`config.mk`:
```
export PLATFORM = sky130hd
export DESIGN_NAME = gate_actuator_flat
export DESIGN_NICKNAME = d
export VERILOG_FILES = /design/src/rtl/gate_actuator_if.sv /design/src/rtl/gate_actuator.sv /design/src/flat_wrapper.sv
export SDC_FILE = /design/constraint.sdc
export NUM_CORES = 1
export LEC_CHECK = 0
export CAP_MARGIN = 20
export CORE_MARGIN = 2
export CORE_UTILIZATION = 25
export DETAILED_ROUTE_END_ITERATION = 16
export SYNTH_ARGS = -nofsm -noshare
export SYNTH_HDL_FRONTEND = slang
export SYNTH_SLANG_ARGS = --single-unit
```
`constraint.sdc`:
```
create_clock -name mClk -period 6.5 [get_ports mClk]
set_clock_uncertainty 0.2 [all_clocks]
set_input_delay 0.65 -clock mClk [delete_from_list [all_inputs] [get_ports mClk]]
set_output_delay 0.65 -clock mClk [all_outputs]
set_load 0.02 [all_outputs]
```
`src/rtl/gate_actuator_if.sv`:
```
// Level-crossing barrier drive bundle.
// Permission and limit switches in, motor/lamp/buzzer/status out.
interface gate_actuator_if;
  logic       gate_open;
  logic       lim_up;
  logic       lim_down;
  logic       motor_up;
  logic       motor_down;
  logic       warn_lamp;
  logic       buzzer;
  logic       gate_fault;
  logic [2:0] state;

  modport master (
    output gate_open, lim_up, lim_down,
    input  motor_up, motor_down, warn_lamp,
    input  buzzer, gate_fault, state
  );

  modport slave (
    input  gate_open, lim_up, lim_down,
    output motor_up, motor_down, warn_lamp,
    output buzzer, gate_fault, state
  );
endinterface

```
`src/rtl/gate_actuator.sv`:
```
// Barrier sequencer: warning, lowering, raising, travel timeouts.
// Outputs are registered decodes of the next state and flash phase.
module gate_actuator #(
  parameter int unsigned TICK_DIV   = 500000,
  parameter int unsigned WARN_TICKS = 600,
  parameter int unsigned MOVE_TICKS = 1600,
  parameter int unsigned FLASH_DIV  = 50000000
) (
  input logic            mClk,
  input logic            Reset,
  gate_actuator_if.slave bus
);

  localparam int unsigned TMAX =
    (WARN_TICKS > MOVE_TICKS) ? WARN_TICKS : MOVE_TICKS;
  localparam int PW = (TICK_DIV > 1) ? $clog2(TICK_DIV) : 1;
  localparam int TW = (TMAX > 1) ? $clog2(TMAX) : 1;
  localparam int FW = (FLASH_DIV > 1) ? $clog2(FLASH_DIV) : 1;

  localparam logic [PW-1:0] PRE_LAST  = PW'(TICK_DIV - 1);
  localparam logic [TW-1:0] WARN_LAST = TW'(WARN_TICKS - 1);
  localparam logic [TW-1:0] MOVE_LAST = TW'(MOVE_TICKS - 1);
  localparam logic [FW-1:0] FL_LAST   = FW'(FLASH_DIV - 1);

  typedef enum logic [2:0] {
    S_OPEN   = 3'd0,
    S_WARN   = 3'd1,
    S_LOWER  = 3'd2,
    S_CLOSED = 3'd3,
    S_RAISE  = 3'd4,
    S_FAULT  = 3'd5
  } state_t;

  state_t        state_q, state_d;
  logic          g_q;
  logic          u_s_q, u_q;
  logic          d_s_q, d_q;
  logic [PW-1:0] pre_q, pre_d;
  logic [TW-1:0] tmr_q, tmr_d;
  logic [FW-1:0] fl_q, fl_d;
  logic          ph_q, ph_d;
  logic          tick;
  logic          mup_q, mup_d;
  logic          mdn_q, mdn_d;
  logic          lamp_q, lamp_d;
  logic          buzz_q, buzz_d;
  logic          flt_q, flt_d;

  assign tick = (pre_q == PRE_LAST);

  // Next state: switch conflict, then switches, then permission, then timeout.
  always_comb begin
    state_d = state_q;
    if (u_q && d_q && state_q != S_FAULT) begin
      state_d = S_FAULT;
    end else begin
      case (state_q)
        S_OPEN:   if (!g_q) state_d = S_WARN;
        S_WARN: begin
          if (g_q) state_d = S_RAISE;
          else if (tick && tmr_q == WARN_LAST) state_d = S_LOWER;
        end
        S_LOWER: begin
          if (d_q) state_d = S_CLOSED;
          else if (tick && tmr_q == MOVE_LAST) state_d = S_FAULT;
        end
        S_CLOSED: if (g_q) state_d = S_RAISE;
        S_RAISE: begin
          if (u_q) state_d = S_OPEN;
          else if (!g_q) state_d = S_LOWER;
          else if (tick && tmr_q == MOVE_LAST) state_d = S_FAULT;
        end
        S_FAULT:  state_d = S_FAULT;
        default:  state_d = S_FAULT;
      endcase
    end
  end

  // Tick prescaler and tick timer, both restarted on any state change.
  always_comb begin
    pre_d = pre_q + 1'b1;
    tmr_d = tmr_q;
    if (state_d != state_q) begin
      pre_d = '0;
      tmr_d = '0;
    end else if (tick) begin
      pre_d = '0;
      tmr_d = tmr_q + 1'b1;
    end
  end

  // Free-running flash; restarts lit when a warning begins from OPEN.
  always_comb begin
    fl_d = fl_q + 1'b1;
    ph_d = ph_q;
    if (state_q == S_OPEN && state_d == S_WARN) begin
      fl_d = '0;
      ph_d = 1'b1;
    end else if (fl_q == FL_LAST) begin
      fl_d = '0;
      ph_d = ~ph_q;
    end
  end

  // Moore output decode of the upcoming state and phase.
  always_comb begin
    mup_d  = 1'b0;
    mdn_d  = 1'b0;
    lamp_d = 1'b0;
    buzz_d = 1'b0;
    flt_d  = 1'b0;
    unique case (state_d)
      S_OPEN: ;
      S_WARN: begin
        lamp_d = ph_d;
        buzz_d = 1'b1;
      end
      S_LOWER: begin
        mdn_d  = 1'b1;
        lamp_d = ph_d;
        buzz_d = 1'b1;
      end
      S_CLOSED: lamp_d = ph_d;
      S_RAISE: begin
        mup_d  = 1'b1;
        lamp_d = ph_d;
      end
      default: begin
        flt_d  = 1'b1;
        lamp_d = 1'b1;
        buzz_d = 1'b1;
      end
    endcase
  end

  // State, counters, input conditioning and registered outputs.
  always_ff @(posedge mClk or posedge Reset) begin
    if (Reset) begin
      state_q <= S_WARN;
      g_q     <= 1'b0;
      u_s_q   <= 1'b0;
      u_q     <= 1'b0;
      d_s_q   <= 1'b0;
      d_q     <= 1'b0;
      pre_q   <= '0;
      tmr_q   <= '0;
      fl_q    <= '0;
      ph_q    <= 1'b1;
      mup_q   <= 1'b0;
      mdn_q   <= 1'b0;
      lamp_q  <= 1'b1;
      buzz_q  <= 1'b1;
      flt_q   <= 1'b0;
    end else begin
      state_q <= state_d;
      g_q     <= bus.gate_open;
      u_s_q   <= bus.lim_up;
      u_q     <= u_s_q;
      d_s_q   <= bus.lim_down;
      d_q     <= d_s_q;
      pre_q   <= pre_d;
      tmr_q   <= tmr_d;
      fl_q    <= fl_d;
      ph_q    <= ph_d;
      mup_q   <= mup_d;
      mdn_q   <= mdn_d;
      lamp_q  <= lamp_d;
      buzz_q  <= buzz_d;
      flt_q   <= flt_d;
    end
  end

  assign bus.state      = state_q;
  assign bus.motor_up   = mup_q;
  assign bus.motor_down = mdn_q;
  assign bus.warn_lamp  = lamp_q;
  assign bus.buzzer     = buzz_q;
  assign bus.gate_fault = flt_q;

endmodule
```
`src/flat_wrapper.sv`:
```
// flat-port wrapper written by rule: the top's interface ports become plain ports
module gate_actuator_flat 
#(
  parameter int unsigned TICK_DIV   = 500000,
  parameter int unsigned WARN_TICKS = 600,
  parameter int unsigned MOVE_TICKS = 1600,
  parameter int unsigned FLASH_DIV  = 50000000
)
  (mClk, Reset, bus_gate_open, bus_lim_up, bus_lim_down, bus_motor_up, bus_motor_down, bus_warn_lamp, bus_buzzer, bus_gate_fault, bus_state);
  gate_actuator_if bus_i ();
  input logic mClk;
  input logic Reset;
  input wire logic [$bits(bus_i.gate_open)-1:0] bus_gate_open;
  input wire logic [$bits(bus_i.lim_up)-1:0] bus_lim_up;
  input wire logic [$bits(bus_i.lim_down)-1:0] bus_lim_down;
  output wire logic [$bits(bus_i.motor_up)-1:0] bus_motor_up;
  output wire logic [$bits(bus_i.motor_down)-1:0] bus_motor_down;
  output wire logic [$bits(bus_i.warn_lamp)-1:0] bus_warn_lamp;
  output wire logic [$bits(bus_i.buzzer)-1:0] bus_buzzer;
  output wire logic [$bits(bus_i.gate_fault)-1:0] bus_gate_fault;
  output wire logic [$bits(bus_i.state)-1:0] bus_state;
  assign bus_i.gate_open = bus_gate_open;
  assign bus_i.lim_up = bus_lim_up;
  assign bus_i.lim_down = bus_lim_down;
  assign bus_motor_up = bus_i.motor_up;
  assign bus_motor_down = bus_i.motor_down;
  assign bus_warn_lamp = bus_i.warn_lamp;
  assign bus_buzzer = bus_i.buzzer;
  assign bus_gate_fault = bus_i.gate_fault;
  assign bus_state = bus_i.state;
  gate_actuator #(.TICK_DIV(TICK_DIV), .WARN_TICKS(WARN_TICKS), .MOVE_TICKS(MOVE_TICKS), .FLASH_DIV(FLASH_DIV)) u_core (.mClk(mClk), .Reset(Reset), .bus(bus_i));
endmodule
```
Yosys cells after proc, flatten, opt, wreduce, memory -nomap -nowiden
Index checks and enable logic that the tools add are counted.
W data, S select, Z words.
Storage, ports and cells
  bits in registers: 70
  input port bits: 5
Operators by class
  add/sub/neg operators: 3
  bitwise operators: 1
  mux-type cells: 23
  equality and inequality tests: 14
  reduce and logical (&&, ||, !) cells: 11
Operators by type and width (number)
  $mux W26: 2
  $mux W19: 2
  $mux W3: 9
  $add A26 B1 Y26 const B: 1
  $eq A26 B26 Y1 const B: 1
  $mux W11: 2
  $add A19 B1 Y19 const B: 1
  $eq A19 B19 Y1 const B: 1
  $pmux W3 S5: 1
  $eq A3 B2 Y1 const B: 4
  $add A11 B1 Y11 const B: 1
  $eq A11 B10 Y1 const B: 1
  $eq A11 B11 Y1 const B: 1
  $eq A3 B1 Y1 const B: 2
  $eq A3 B3 Y1 const B: 2
  $logic_not A3 Y1: 2
  $mux W1: 6
  $logic_and A1 B1 Y1: 5
  $reduce_or A5 Y1: 1
  $reduce_or A4 Y1: 1
  $ne A3 B3 Y1: 1
  $ne A3 B3 Y1 const B: 1
  $reduce_or A3 Y1: 1
  $pmux W1 S2: 1
  other kinds (2): 2

Logic depth before layout (Yosys ltp)
Gate-level depths: netlist (run 1).
  depth in word-level cells: 11
  gate-level depth with buffers: 10

Least setup slack after synthesis (run 1)
Ideal clock, no wire load.
  kind: reg-to-reg
  start point: register u_core.tmr_q[7]
  end point: register u_core.fl_q[19]
  data required time: 6.181 ns
  slack: 4.021 ns
  cell stages (with the launch flop): 9
  setup time: 0.119 ns
  arrival time: 2.160 ns
  clock period less this slack: 2.479 ns
  cell sequence: dfrtp_1 -> or3b_4 -> or4b_4 -> nor4_1 -> o21ba_2 -> or2_1 -> buf_4 -> buf_6 -> nor2_1
On the way
  longest elaborated chain between the ends: 10
  elaborated cells between the ends (all ways): 15
  those cells by class: eq/ne: 3; mux: 9; reduce/logical: 3
Ends and longest elaborated chain
  start, declared: line gate_actuator.sv:39  | logic [TW-1:0] tmr_q, tmr_d;
  start signal, assigned: line gate_actuator.sv:162  | tmr_q <= tmr_d;
  $eq A11 B11 Y1: line gate_actuator.sv:65, gate_actuator.sv:71
  $logic_and A1 B1 Y1: line gate_actuator.sv:65, gate_actuator.sv:71
  $mux W3: line gate_actuator.sv:65, gate_actuator.sv:71
  $mux W3: line gate_actuator.sv:70  | else if (!g_q) state_d = S_LOWER;
  $mux W3: line gate_actuator.sv:69  | if (u_q) state_d = S_OPEN;
  $pmux W3 S5 (*): line gate_actuator.sv:57  | case (state_q)
  $mux W3 (*): line gate_actuator.sv:54  | if (u_q && d_q && state_q != S_FAULT) begin
  $eq A3 B1 Y1 (*): line gate_actuator.sv:96  | if (state_q == S_OPEN && state_d == S_WARN) begin
  $logic_and A1 B1 Y1 (*): line gate_actuator.sv:96
  $mux W26 (*): line gate_actuator.sv:96
  net u_core.fl_d[19]: line gate_actuator.sv:40  | logic [FW-1:0] fl_q, fl_d;
  end signal, assigned: line gate_actuator.sv:163  | fl_q <= fl_d;
  end, declared: line gate_actuator.sv:40
Mark *: on every way through the listed nets, which the timed path passes. The rest lies on a longest branch.
A chain may end at the register's enable or synchronous reset.

Worst setup path after layout (run 1)
  start point: register u_core.pre_q[5]
  end point: register u_core.fl_q[3]
On the way
  longest elaborated chain between the ends: 10
  elaborated cells between the ends (all ways): 14
  those cells by class: eq/ne: 2; mux: 9; reduce/logical: 3
Ends and longest elaborated chain
  start, declared: line gate_actuator.sv:38  | logic [PW-1:0] pre_q, pre_d;
  start signal, assigned: line gate_actuator.sv:161  | pre_q <= pre_d;
  $eq A19 B19 Y1 (*): line gate_actuator.sv:49  | assign tick = (pre_q == PRE_LAST);
  $logic_and A1 B1 Y1: line gate_actuator.sv:65, gate_actuator.sv:71
  $mux W3: line gate_actuator.sv:65, gate_actuator.sv:71
  $mux W3: line gate_actuator.sv:70
  $mux W3: line gate_actuator.sv:69
  $pmux W3 S5 (*): line gate_actuator.sv:57
  $mux W3 (*): line gate_actuator.sv:54
  $eq A3 B1 Y1 (*): line gate_actuator.sv:96
  $logic_and A1 B1 Y1 (*): line gate_actuator.sv:96
  $mux W26 (*): line gate_actuator.sv:96
  net u_core.fl_d[3]: line gate_actuator.sv:40
Marks and branches as above.

==> results.yml, run 1 <==
clocking:
  clkLatencyLatePin_ns: 0.33
  ctsLongestPathBuffers: 2
  cts_buffers: 9
  ctsHoldBuffers: 0
  cts_tree: "done"
  ctsResizeCount: 0
  clock-root-buffer: "clkbuf_16"
  path_clk_slew_ns: 0.05
  cts_setup_buffers: 0
  cts.sinks: 70
  cts.htree.levels: 3
yosys:
  syn_avg_cell_area_um2: 9.965
  yosysSeqAreaShare_pct: 48.16
  synth_cell_types: 51
  yosysWarnings: 0
  syn-cell-area_um2: 3647
  synthFlopType: "dfrtp_1"
  syn_inst: 366
  syn-num-nets: 374
  synth_seq_cells: 70
  async_flop_share_pct: 100.0
  synth_edf_count: 0
sta:
  final-setup-viol-count: 0
  fmaxAchievable_mhz: 325.8
  finalHoldViolCount: 0
  finalCritPeriodShare_pct: 47.22
  relSlewSlack_pct: 40.77
  period_needed_ns: 3.069
  tns_ns: 0
  tightest_slew_ns: 0.8884
  layout_setup_ws_ns: 3.431
  rsz0062_at_grt: "no"
  drv_slew: 0
layout:
  n_antenna_cell: 0
  final_cells: 567
  nets: 386
  nFillCells: 1455
  final_layout_size_suffix_gt1_share_pct: 10.70
  post-route-util_pct: 29.40
  areaGrowthSynthToFinish_pct: 15.81
placed_design:
  gp_congestion: 0.7958
  portBuffers: 12
  hpwlAfterDp_mm: 4.758
  dp_slack_ns: 3.399
  placed_cells_incl_taps: 551
route:
  wire_per_inst_um: 12.90
  routed_wl_mm: 7.312
  drtAntennaViolNets: 0
  drc: 0
  viasPerCell: 4.686
  vias: 2657
  drtIter0Drc: 216
  dr.pass1.iters: 4
critical_path:
  cp_cell_sequence: "nor4b_1, or4b_4, nor4_1, o21ba_2, or2_1, nor2_1"
  crit_fanout: 24
  worstPathRequired_ns: 6.48
  cp_top_family: "simple AND/OR/NAND/NOR gates"
  path_buf_inv: 0
  criticalPathCategory: "reg -> reg"
  crit_arrival_ns: 3.05
  crit_slowest_cell: "or2_1"
  worstSetupEndpointType: "flip-flop"
  cpPeakStageDelay_ns: 0.64
  cp-start-kind: "flip-flop"
job:
  drv_cap: 0
floorplan:
  core_um2: 14370
  row_count: 44
  ioPinCount: 13
  die_w_um: 124.8
  die_y_um: 124.8
  initial_utilization_pct: 25.38
  die_area_um2: 15570
global_routing:
  overflow: 0
  antenna_found_initial: 0
  grt_max_degree: 71
  grtUsageTotal_pct: 10.02
  grt_pass1_wl_mm: 12.75
  grt_pass1_vias: 2609
power_and_ir_drop:
  leakagePower_uw: 0.001686
  p_per_area_nw_per_um2: 302.2
  ir_drop_v: 0.0001116
min_path:
  hp-class: "reg -> reg"
status:
  status: "completed"
==> state kept, by name (all words and copies together), names as in the netlist, 3 cells and up <==
| signal | count |
|---|---|
| u_core.fl_q | 26 |
| u_core.tmr_q | 11 |
| u_core.pre_q | 19 |
| u_core.bus.state | 3 |
==> layout by cell type (no fill, tap or decap), types with 7 or more instances in the layout <==
cell / Yosys / routed
nand3_1: 21 / 21
clkbuf_16: 0 / 9
and3_1: 9 / 9
nand2_1: 22 / 22
xnor2_1: 27 / 27
nand4_1: 13 / 13
dfrtp_1: 66 / 66
nor4_1: 8 / 8
a21oi_1: 7 / 7
nor2_1: 43 / 43
clkdlybuf4s50_1: 0 / 12
nor4_2: 10 / 10
nor3_1: 30 / 30
xor2_1: 26 / 25
==> synthesized netlist by cell type (5+ instances only) <==
library cell	number	area, µm²
xnor2_1	27	236.5
xor2_1	26	227.7
nor2_1	43	161.4
o21ai_0	5	25.02
and2_1	6	37.54
nand2_1	22	82.58
and4_1	5	43.79
nor3_1	30	150.1
a21oi_1	7	35.03
inv_1	7	26.28
clkbuf_1	5	18.77
buf_2	5	25.02
nor4_2	10	125.1
and3_1	9	56.30
nand4_1	13	81.33
nand3_1	21	105.1
dfrtp_1	66	1652
nor4_1	8	50.05
==> layout make-up <==
type | count | area (µm²) | share of cell area (%)
tap | 184 | 230.2 | 5.450
sequential | 70 | 1757 | 41.59
clock buffer | 16 | 281.5 | 6.665
inverter | 8 | 30.03 | 0.7109
multi-input combinational | 274 | 1783 | 42.21
timing repair buffer | 15 | 142.6 | 3.377
==> metrics by stage <==
| step | power [µW] | hold WS (ns) | cell area (µm²) |
|---|---|---|---|
| floorplan | 747.9 | 0.1312 | 3647 |
| global placement | 815.4 | 0.1388 | 3943 |
| detailed placement | 824.4 | 0.1435 | 3943 |
| CTS | 1291 | 0.1556 | 4224 |
| global route | 1351 | 0.1639 | 4224 |
| finish | 1277 | 0.1556 | 4224 |
==> kinds of logic after synthesis <==
family	share of synthesized area, %
AND/OR/NAND/NOR	30.70
flip-flops	48.16
XOR/XNOR	12.73
AO/OA/AOI/OAI	3.945
buffers and inverters	3.156
adder cells (fa/ha/maj)	1.029
multiplexers	0.2745
==> worst paths after layout <==
path	from	to	slack, ns	cells after the start
worst min-delay path	u_core.d_s_q	u_core.d_q	0.16	0
worst max-delay path	u_core.pre_q[5]	u_core.fl_q[3]	3.43	6
min in group asynchronous	Reset	u_core.u_s_q	0.73	3
worst max register to register	u_core.pre_q[5]	u_core.fl_q[3]	3.43	6
max in group asynchronous	Reset	u_core.pre_q[13]	4.82	3
worst min register to register	u_core.d_s_q	u_core.d_q	0.16	0
==> power breakdown <==
group          total (µW)  switching (µW)  internal (µW)  leakage (µW)
clock network         461             171            290      0.000137
registers             550            55.6            495      0.000927
logic                 265             158            107      0.000621
total                1280             384            892       0.00169
==> routing by layer <==
layer	up-vias	global-route usage (%)	routed length, µm
met5	-	0	0
met2	49	14.79	3226
li1	1312	-	-
met4	0	5.882	179
met1	1285	13.81	3683
met3	11	1.632	224
==> worst register-to-register path, delay by kind of cell, from the launching register on <==
family | cells | cell delay (ns)
DFF | 1 | 0.45
AOI/OAI and AO/OA | 1 | 0.21
and+or+nand+nor | 5 | 2.06
Power figures use the tool's default switching activity.
==> run 2: changes to the inputs <==
==> constraint.sdc (replaced) <==
create_clock -name mClk -period 2.5 [get_ports mClk]
set_clock_uncertainty 0.2 [all_clocks]
set_input_delay 0.25 -clock mClk [delete_from_list [all_inputs] [get_ports mClk]]
set_output_delay 0.25 -clock mClk [all_outputs]
set_load 0.02 [all_outputs]
==> run 2 against run 1 <==
The run now ends with setup timing left; hold slack lost 0.025 ns; sequential share of layout area shrank 6.1 points; design area grew 17%; via count grew 10%; register-to-register slack lost 3.4 ns; first-iteration DRC count grew 8.3%; fmax grew 22%; final cell count grew 9.9%; critical endpoint is now u_core.fl_q[21].
==> results.yml, run 2 (synthesized netlist as in run 1, its figures left out) <==
placed_design:
  placed_cells_incl_taps: 597
  gp_congestion: 0.8487
  hpwlAfterDp_mm: 5.284
  portBuffers: 12
clocking:
  cts_buffers: 9
  ctsHoldBuffers: 0
  cts.htree.levels: 3
  clock-root-buffer: "clkbuf_16"
  path_clk_slew_ns: 0.06
  cts.sinks: 70
  ctsLongestPathBuffers: 2
  cts_tree: "done"
  clkLatencyLatePin_ns: 0.34
sta:
  finalCritPeriodShare_pct: 100.7
  rsz0062_at_grt: "yes"
  finalHoldViolCount: 0
  layout_setup_ws_ns: -0.01836
  period_needed_ns: 2.518
  fmaxAchievable_mhz: 397.1
  relSlewSlack_pct: 65.05
  tightest_slew_ns: 0.5195
  timing.hold.ws_ns: 0.1302
  drv_slew: 0
  final-setup-viol-count: 18
route:
  drc: 0
  vias: 2933
  viasPerCell: 4.708
  drtAntennaViolNets: 0
  drtIter0Drc: 234
  dr.pass1.iters: 4
  routed_wl_mm: 8.366
  wire_per_inst_um: 13.43
power_and_ir_drop:
  ir_drop_v: 0.0003352
  leakagePower_uw: 0.002118
  p_per_area_nw_per_um2: 756.2
global_routing:
  overflow: 0
  grtUsageTotal_pct: 11.05
  antenna_found_initial: 0
  grt_max_degree: 40
  grt_pass1_wl_mm: 13.98
  grt_pass1_vias: 2990
job:
  drv_cap: 0
layout:
  final_common_cell: "dfrtp_1"
  top_register: "u_core.fl_q"
  final_cells: 623
  largest_register_ffs: 26
  final_layout_size_suffix_gt1_share_pct: 28.25
  areaGrowthSynthToFinish_pct: 35.78
  n_antenna_cell: 0
  mostFrequentLayoutCells: "66 x dfrtp_1, 52 x buf_4, 38 x nor2_1, 29 x nor3_1, 26 x xnor2_1"
  nets: 442
  reg.largest.list: "u_core.fl_q: 26 flops, u_core.pre_q: 19 flops, u_core.tmr_q: 11 flops"
floorplan:
  row_count: 44
  die_area_um2: 15570
  ioPinCount: 13
  initial_utilization_pct: 25.38
  die_y_um: 124.8
  core_um2: 14370
  die_w_um: 124.8
critical_path:
  worstPathRequired_ns: 2.52
  cp_top_family: "simple AND/OR/NAND/NOR gates"
  crit_arrival_ns: 2.54
  crit_slowest_cell: "or4b_4"
  cp_cell_sequence: "or3b_4, or4b_4, nor4_4, buf_4, o21ba_4, or2_4, clkbuf_16, nor2_1"
  path_buf_inv: 2
  worstSetupEndpointType: "flip-flop"
  cpPeakStageDelay_ns: 0.53
  crit_fanout: 6
  cp-start-kind: "flip-flop"
  criticalPathCategory: "reg -> reg"
status:
  status: "complete, but fails checks"
  violations: "setup timing"
min_path:
  hp-class: "in -> async"
## run 2: changes by cell type in the layout (fill, tap and decap cells not counted), moves of 2 or more
cell,delta
clkbuf_1,-4
nor2_4,+2
nor4_4,+3
clkinv_2,+2
buf_4,+49
nor4b_1,-4
nor2_2,+3
nor4b_2,+3
buf_12,+3
or4_1,-2
nor2_1,-5
or4_4,+2
nor4_1,-3
## run 2: routing by layer
layer	share of wire [%]	vias to the layer above	global-route usage (%)	wire length, µm
met5	0	-	0	0
met4	2.3	0	5.221	196
met3	3.8	15	2.964	314
met2	47	53	17.74	3954
met1	47	1429	13.79	3901
li1	-	1436	-	-
## run 2: worst reg2reg max path: stages, from the launching register on
cell       delay, ns
dfrtp_1         0.37
or3b_4          0.41
or4b_4          0.53
nor4_4          0.23
buf_4           0.15
o21ba_4         0.12
or2_4           0.17
clkbuf_16       0.16
nor2_1          0.05
## run 2: cell type report
type,instances,area [µm²]
fillers,1387,9417
flip-flops and latches,70,1757
multi-input cells,274,1948
clock buffers,13,280.3
well taps,184,230.2
inverters,8,30.03
repair buffers,71,666.9
clock inverters,3,40.04
## run 2: path summary, 6_finish.rpt
check | startpoint | slack, ns | end | cells past startpoint
worst max-delay path | u_core.tmr_q[7] | -0.02 | u_core.fl_q[21] | 8
worst min-delay path | Reset | 0.13 | u_core.pre_q[17] | 3
worst max register to register | u_core.tmr_q[7] | -0.02 | u_core.fl_q[21] | 8
worst min register to register | u_core.u_s_q | 0.15 | u_core.u_q | 0
max in group asynchronous | Reset | 1.57 | u_core.bus.warn_lamp | 3
min in group mClk | u_core.u_s_q | 0.15 | u_core.u_q | 0
## run 2: power by group
part	switching, µW	internal (µW)
registers	112	1290
logic	527	470
clock network	474	877
## run 2: per-stage QoR
stage / setup WS (ns) / cell area, µm² / power [µW] / setup TNS (ns) / utilization, %
2_1_floorplan: 0.02120 / 3647 / 1945 / 0 / -
3_3_place_gp: -0.09995 / 4325 / 2208 / -3.376 / 30.10
3_5_place_dp: -0.1196 / 4325 / 2228 / -4.318 / 30.10
4_1_cts: -0.01368 / 4778 / 3700 / -0.08470 / 33.26
5_1_grt: -0.06889 / 4952 / 3939 / -1.775 / 34.47
6_report: -0.01836 / 4952 / 3745 / -0.1379 / 34.47
## run 2: repair_timing
action                                  in CTS  in global routing
endpoints found under the setup margin      57                 57
pin swaps                                    4                  8
resized for setup                           11                 24
buffers inserted                             2                  5
cloned                                       2                  1
